--- config.mk ---
export PLATFORM = sky130hd
export DESIGN_NAME = image_mem_arbiter_flat
export DESIGN_NICKNAME = d
export VERILOG_FILES = /design/src/rtl/image_mem_arbiter_if.sv /design/src/rtl/image_mem_arbiter.sv /design/src/flat_wrapper.sv
export SDC_FILE = /design/constraint.sdc
export NUM_CORES = 1
export LEC_CHECK = 0
export CORE_ASPECT_RATIO = 1.1
export CORE_MARGIN = 2
export CORE_UTILIZATION = 46
export DETAILED_ROUTE_END_ITERATION = 16
export PLACE_DENSITY = 0.94
export SLEW_MARGIN = 40
export SYNTH_ARGS = -nofsm -noshare
export SYNTH_HDL_FRONTEND = slang
export SYNTH_SLANG_ARGS = --single-unit
--- constraint.sdc ---
create_clock -name i_clk -period 7.2 [get_ports i_clk]
set_input_delay 0.72 -clock i_clk [delete_from_list [all_inputs] [get_ports i_clk]]
set_output_delay 0.72 -clock i_clk [all_outputs]
set_load 0.02 [all_outputs]
--- src/rtl/image_mem_arbiter_if.sv ---
// image_mem_arbiter_if: core-side request/grant/read-data bus plus the image RAM port.
// The master modport belongs to the cores and RAM; the slave modport belongs to the arbiter.
interface image_mem_arbiter_if #(
    parameter int AW = 12,
    parameter int DW = 2
);
    logic [2:0]    req;
    logic [2:0]    we;
    logic [AW-1:0] addr_0;
    logic [AW-1:0] addr_1;
    logic [AW-1:0] addr_2;
    logic [DW-1:0] wd_0;
    logic [DW-1:0] wd_1;
    logic [DW-1:0] wd_2;
    logic [2:0]    gnt;
    logic [2:0]    rvalid;
    logic [DW-1:0] rdata;
    logic          m_en;
    logic          m_we;
    logic [AW-1:0] m_addr;
    logic [DW-1:0] m_wd;
    logic [DW-1:0] m_rd;

    modport master (
        output req, we, addr_0, addr_1, addr_2, wd_0, wd_1, wd_2, m_rd,
        input  gnt, rvalid, rdata, m_en, m_we, m_addr, m_wd
    );

    modport slave (
        input  req, we, addr_0, addr_1, addr_2, wd_0, wd_1, wd_2, m_rd,
        output gnt, rvalid, rdata, m_en, m_we, m_addr, m_wd
    );
endinterface

--- src/rtl/image_mem_arbiter.sv ---
// image_mem_arbiter: round-robin share of the image RAM among three cores during PROG.
// Define ARB_FIXED_PRIO_EN for fixed priority (core 0 > core 1 > core 2) instead.
module image_mem_arbiter #(
    parameter int AW = 12,
    parameter int DW = 2
) (
    input  logic                      i_clk,
    input  logic                      i_clr_n,
    input  logic [1:0]                i_state,
    image_mem_arbiter_if.slave        io_bus,
    output logic [7:0]                o_conflict_cnt
);
    localparam logic [1:0] ST_IN   = 2'b10;
    localparam logic [1:0] ST_PROG = 2'b01;

    logic [2:0]    r_gnt;
    logic [2:0]    r_rd_pend;
    logic [2:0]    r_rvalid;
    logic          r_m_en;
    logic          r_m_we;
    logic [AW-1:0] r_m_addr;
    logic [DW-1:0] r_m_wd;
    logic [7:0]    r_cnt;
    logic [1:0]    r_ptr;

    logic [2:0]    w_req;
    logic [1:0]    w_win;
    logic [2:0]    w_onehot;
    logic          w_grant;
    logic          w_contend;
    logic          w_we_sel;
    logic [AW-1:0] w_addr_sel;
    logic [DW-1:0] w_wd_sel;

    assign w_req = io_bus.req;

`ifdef ARB_FIXED_PRIO_EN
    always_comb begin
        w_win = w_req[0] ? 2'd0 : w_req[1] ? 2'd1 : 2'd2;
    end
`else
    logic [1:0] w_nxt1;
    logic [1:0] w_nxt2;
    assign w_nxt1 = (r_ptr == 2'd2) ? 2'd0 : r_ptr + 2'd1;
    assign w_nxt2 = (r_ptr == 2'd0) ? 2'd2 : r_ptr - 2'd1;
    always_comb begin
        w_win = w_req[w_nxt1] ? w_nxt1 : w_req[w_nxt2] ? w_nxt2 : r_ptr;
    end
`endif

    assign w_onehot   = 3'b001 << w_win;
    assign w_grant    = (i_state == ST_PROG) && (|w_req);
    assign w_contend  = (w_req[0] & w_req[1]) | (w_req[0] & w_req[2]) | (w_req[1] & w_req[2]);
    assign w_we_sel   = io_bus.we[w_win];
    assign w_addr_sel = (w_win == 2'd0) ? io_bus.addr_0 : (w_win == 2'd1) ? io_bus.addr_1 : io_bus.addr_2;
    assign w_wd_sel   = (w_win == 2'd0) ? io_bus.wd_0 : (w_win == 2'd1) ? io_bus.wd_1 : io_bus.wd_2;

    // Address/data hold their last value when idle; only enables are forced low.
    always_ff @(posedge i_clk or negedge i_clr_n) begin
        if (!i_clr_n) begin
            r_gnt     <= 3'b000;
            r_rd_pend <= 3'b000;
            r_rvalid  <= 3'b000;
            r_m_en    <= 1'b0;
            r_m_we    <= 1'b0;
            r_m_addr  <= '0;
            r_m_wd    <= '0;
            r_ptr     <= 2'd2;
        end else begin
            r_rvalid <= r_rd_pend;
            if (w_grant) begin
                r_gnt     <= w_onehot;
                r_rd_pend <= w_onehot & ~io_bus.we;
                r_m_en    <= 1'b1;
                r_m_we    <= w_we_sel;
                r_m_addr  <= w_addr_sel;
                r_m_wd    <= w_wd_sel;
                r_ptr     <= w_win;
            end else begin
                r_gnt     <= 3'b000;
                r_rd_pend <= 3'b000;
                r_m_en    <= 1'b0;
                r_m_we    <= 1'b0;
            end
        end
    end

    always_ff @(posedge i_clk or negedge i_clr_n) begin
        if (!i_clr_n) begin
            r_cnt <= 8'd0;
        end else if (i_state == ST_IN) begin
            r_cnt <= 8'd0;
        end else if (i_state == ST_PROG && w_contend && r_cnt != 8'hFF) begin
            r_cnt <= r_cnt + 8'd1;
        end
    end

    assign io_bus.gnt    = r_gnt;
    assign io_bus.rvalid = r_rvalid;
    assign io_bus.rdata  = io_bus.m_rd;
    assign io_bus.m_en   = r_m_en;
    assign io_bus.m_we   = r_m_we;
    assign io_bus.m_addr = r_m_addr;
    assign io_bus.m_wd   = r_m_wd;
    assign o_conflict_cnt = r_cnt;
endmodule
--- src/flat_wrapper.sv ---
// flat-port wrapper written by rule: the top's interface ports become plain ports
module image_mem_arbiter_flat 
#(
    parameter int AW = 12,
    parameter int DW = 2
)
  (i_clk, i_clr_n, i_state, o_conflict_cnt, io_bus_req, io_bus_we, io_bus_addr_0, io_bus_addr_1, io_bus_addr_2, io_bus_wd_0, io_bus_wd_1, io_bus_wd_2, io_bus_m_rd, io_bus_gnt, io_bus_rvalid, io_bus_rdata, io_bus_m_en, io_bus_m_we, io_bus_m_addr, io_bus_m_wd);
  image_mem_arbiter_if #(.AW(AW), .DW(DW)) io_bus_i ();
  input  logic i_clk;
  input  logic i_clr_n;
  input  logic [1:0] i_state;
  output logic [7:0] o_conflict_cnt;
  input wire logic [$bits(io_bus_i.req)-1:0] io_bus_req;
  input wire logic [$bits(io_bus_i.we)-1:0] io_bus_we;
  input wire logic [$bits(io_bus_i.addr_0)-1:0] io_bus_addr_0;
  input wire logic [$bits(io_bus_i.addr_1)-1:0] io_bus_addr_1;
  input wire logic [$bits(io_bus_i.addr_2)-1:0] io_bus_addr_2;
  input wire logic [$bits(io_bus_i.wd_0)-1:0] io_bus_wd_0;
  input wire logic [$bits(io_bus_i.wd_1)-1:0] io_bus_wd_1;
  input wire logic [$bits(io_bus_i.wd_2)-1:0] io_bus_wd_2;
  input wire logic [$bits(io_bus_i.m_rd)-1:0] io_bus_m_rd;
  output wire logic [$bits(io_bus_i.gnt)-1:0] io_bus_gnt;
  output wire logic [$bits(io_bus_i.rvalid)-1:0] io_bus_rvalid;
  output wire logic [$bits(io_bus_i.rdata)-1:0] io_bus_rdata;
  output wire logic [$bits(io_bus_i.m_en)-1:0] io_bus_m_en;
  output wire logic [$bits(io_bus_i.m_we)-1:0] io_bus_m_we;
  output wire logic [$bits(io_bus_i.m_addr)-1:0] io_bus_m_addr;
  output wire logic [$bits(io_bus_i.m_wd)-1:0] io_bus_m_wd;
  assign io_bus_i.req = io_bus_req;
  assign io_bus_i.we = io_bus_we;
  assign io_bus_i.addr_0 = io_bus_addr_0;
  assign io_bus_i.addr_1 = io_bus_addr_1;
  assign io_bus_i.addr_2 = io_bus_addr_2;
  assign io_bus_i.wd_0 = io_bus_wd_0;
  assign io_bus_i.wd_1 = io_bus_wd_1;
  assign io_bus_i.wd_2 = io_bus_wd_2;
  assign io_bus_i.m_rd = io_bus_m_rd;
  assign io_bus_gnt = io_bus_i.gnt;
  assign io_bus_rvalid = io_bus_i.rvalid;
  assign io_bus_rdata = io_bus_i.rdata;
  assign io_bus_m_en = io_bus_i.m_en;
  assign io_bus_m_we = io_bus_i.m_we;
  assign io_bus_m_addr = io_bus_i.m_addr;
  assign io_bus_m_wd = io_bus_i.m_wd;
  image_mem_arbiter #(.AW(AW), .DW(DW)) u_core (.i_clk(i_clk), .i_clr_n(i_clr_n), .i_state(i_state), .io_bus(io_bus_i), .o_conflict_cnt(o_conflict_cnt));
endmodule
==> flow_summary_export.csv <==
group,metric,value,unit
outcome,status,"finished, final reports clean",
worst_setup_path,cp_num_cells,8,
route,dr_total_vias,1948,
clock_tree,cts_tree,"built",
worst_setup_path,cp_num_buf_inv,2,
logic_synthesis,ys.flop_type,"dfrtp_1",
timing,setup-violations-final,0,
worst_setup_path,timing.rr.start,"u_core.r_ptr[1]",
logic_synthesis,syn_area,2023,sq um
logic_synthesis,synthTopCellsByCount,"dfrtp_1 (34), nor2_1 (26), o21ai_0 (20)",
route,via_per_inst,5.441,
logic_synthesis,async_flop_share,100.0,%
timing,final-hold-violation-count,0,
worst_setup_path,r2r_cells,9,
worst_setup_path,cp.required,7.38,ns
floorplanning,dieHeight,73.56,um
timing,maxSlewHeadroom,55.63,%
logic_synthesis,ys_ff_latch,35,
route,wirelength,5233,um
worst_setup_path,startpoint_type,"input pin",
route,drtIter0Drc,56,
clock_tree,postCtsHoldBufs,0,
global_routing,grt_pass1_vias,1966,
timing,drv_slew,0,
clock_tree,cts_inserted_buffers,5,
clock_tree,h-tree-depth,2,
finish,drive_gt1_share,6.908,%
timing,finClkSkew,0.005506,ns
logic_synthesis,yosysMostFrequentCell,"dfrtp_1",
worst_setup_path,arrival,3.20,ns
clock_tree,cts_root_buffer,"clkbuf_8",
route,drtAntennaViolNets,0,
route,dr.pass1.iters,4,
global_routing,antenna_found_initial,0,
floorplanning,coreArea,4254,sq um
worst_setup_path,critPathMaxStageDelay,0.60,ns
global_routing,grt_max_degree,36,
timing,rsz0062_at_grt,"false",
global_routing,track_usage,22.74,%
finish,final_nets,363,
flow_run,cap_violations,0,
floorplanning,die-area,4945,sq um
hold_path,hp-class,"flip-flop to flip-flop",
finish,fin_util,70.59,%
floorplanning,die_width,67.23,um
timing,worst_pin_slew,0.6656,ns
logic_synthesis,yosysWarnings,0,
global_routing,grt_pass1_wl,8404,um
pwr,power_leakage,1.345,nW
timing,period_needed,3.027,ns
pwr,power,1.034,mW
logic_synthesis,yosysSeqAreaShare,43.35,%
worst_setup_path,endpoint,"u_core.io_bus.m_addr[8]",
logic_synthesis,synth_top_cells_by_area,"dfrtp_1 (42%), a22o_1 (6.1%), and3b_1 (6.1%), o21ai_0 (4.9%), nor2_1 (4.8%)",
placement,dp_cells,350,
finish,fin_cells,358,
pwr,p_per_area,344.2,nW/um^2
worst_setup_path,critPathLaunch,"io_bus_req[2]",
logic_synthesis,syn_nets,286,
worst_setup_path,crit_chain,"clkdlybuf4s50_1 -> or3b_1 -> a222oi_1 -> nor2_1 -> buf_4 -> o21ai_0 -> a21oi_1 -> a22o_1",
timing,fin_tns_setup,0,ns
logic_synthesis,yosysUniqueCellTypes,39,
timing,fmax,330.4,MHz
logic_synthesis,synth_edf_count,0,
floorplanning,initial_core_util,47.56,%
clock_tree,insertion_delay,0.29,ns
worst_setup_path,worstSetupEndpointType,"flip-flop",
logic_synthesis,synth_top_area_share,42.05,%
clock_tree,clkSlewWorstSetupHoldPaths,0.07,ns
finish,syn_to_final_growth,48.42,%
floorplanning,num_rows,25,
placement,io_buffers,81,
placement,gp_congestion,0.7607,
route,route.met2.wl,2594,um
global_routing,gr-total-overflow,0,
clock_tree,ctsResizeCount,0,
timing,period_share,42.04,%
floorplanning,ios,86,
logic_synthesis,yosys.area.top_type,"dfrtp_1",
worst_setup_path,timing.rr.end,"u_core.io_bus.m_addr[8]",
worst_setup_path,reg2reg_slack,4.21,ns
route,highest_layer,"met4",
route,wl_per_cell,14.62,um
finish,antenna_cells,0,
logic_synthesis,avgSynthCellArea,8.952,sq um
route,m1WireLength,2040,um
worst_setup_path,cp_top_family,"compound AO/OA/AOI/OAI gates",
route,post-route-drc-count,0,
worst_setup_path,cpMaxStageDelayCell,"clkdlybuf4s50_1",
clock_tree,post_cts_buffers,0,
worst_setup_path,cp_max_fo,34,
clock_tree,cts.sinks,35,
pwr,ir_drop,0.0001804,V
worst_setup_path,path_class,"input pin to flip-flop",
placement,dp_hpwl,3942,um
logic_synthesis,netlist_instances,226,
clock_tree,clk_path_buf_depth,2,
finish,fillers,342,
route,dr_wl_met3,466,um
[state kept, by name (all words and copies together), names as in the netlist]
register	count
u_core.io_bus.rvalid	3
u_core.r_ptr	2
u_core.r_rd_pend	3
u_core.io_bus.m_we	1
u_core.o_conflict_cnt	8
u_core.io_bus.m_en	1
u_core.io_bus.m_wd	2
u_core.io_bus.gnt	3
u_core.io_bus.m_addr	12
[cell families (layout without fill, tap and decap cells)]
group	Yosys count	after routing	share of synthesized area [%]
mux	5	5	2.597
xor+xnor	5	5	2.164
flops	35	35	43.35
simple gates	69	69	18.80
buf+inv	33	111	6.741
fa+ha+maj	7	7	4.205
compound gates	72	72	22.14
[per-layer routing]
layer | vias to the layer above | track usage [%]
li1 | 942 | -
met3 | 17 | 7.810
met1 | 893 | 24.68
met5 | - | 0
met4 | 0 | 9.297
met2 | 96 | 40.04
[cell type report]
type / instances / area [sq um] / share of cell area (%)
Timing Repair Buffer: 84 / 830.8 / 27.67
Inverter: 19 / 71.32 / 2.375
Sequential cell: 35 / 877.1 / 29.21
Multi-Input combinational cell: 158 / 1044 / 34.75
Clock buffer: 5 / 68.82 / 2.292
Tap cell: 54 / 67.56 / 2.250
Clock inverter: 3 / 43.79 / 1.458
[metrics by stage]
step                      cell area, sq um  hold slack (ns)  setup slack (ns)
after global placement                2870           0.3348             3.871
after global routing                  3003           0.3679             3.981
after CTS                             2983           0.3528             3.984
after detailed placement              2870           0.3347             3.674
final                                 3003           0.3566             4.173
after floorplan                       2023           0.3312             4.690
[power by group]
group / switching, mW / internal [mW] / leakage (nW) / total (mW)
clock: 0.0725 / 0.103 / 0.0581 / 0.175
sequential: 0.0373 / 0.252 / 0.456 / 0.289
combinational: 0.319 / 0.249 / 0.831 / 0.569
total: 0.429 / 0.604 / 1.35 / 1.03
[worst min path at each step]
stage	startpoint	endpoint	slack, ns	cells after the start
after floorplan	u_core.r_rd_pend[0]	u_core.io_bus.rvalid[0]	0.33	0
after global placement	u_core.r_rd_pend[1]	u_core.io_bus.rvalid[1]	0.33	0
after detailed placement	u_core.r_rd_pend[0]	u_core.io_bus.rvalid[0]	0.33	0
after CTS	u_core.r_rd_pend[0]	u_core.io_bus.rvalid[0]	0.35	0
after global routing	u_core.r_rd_pend[0]	u_core.io_bus.rvalid[0]	0.37	0
final	u_core.r_rd_pend[0]	u_core.io_bus.rvalid[0]	0.36	0
[cell usage in the layout (no fill, tap or decap), types with 2 or more instances in the layout]
cell type,instances
or3_1,2
xor2_1,4
o21ai_1,12
a21oi_1,18
clkbuf_8,5
mux2i_1,3
nor2_1,26
ha_1,6
nand4_1,2
dfrtp_1,34
nand3_1,4
nor2b_1,4
and3b_1,14
nor4_1,2
nand2_1,7
inv_1,19
clkdlybuf4s50_1,80
o21ai_0,20
buf_4,4
mux2_2,2
a22o_1,14
[worst reg2reg max path, stage by stage (launching register included)]
cell and delay [ns]:
dfstp_2 0.56, inv_1 0.09, ha_1 0.36, or3b_1 0.40, a222oi_1 0.59, nor2_1 0.09, buf_4 0.25, o21ai_0 0.24
a21oi_1 0.08, a22o_1 0.22
(Power assumes the default switching activity.)
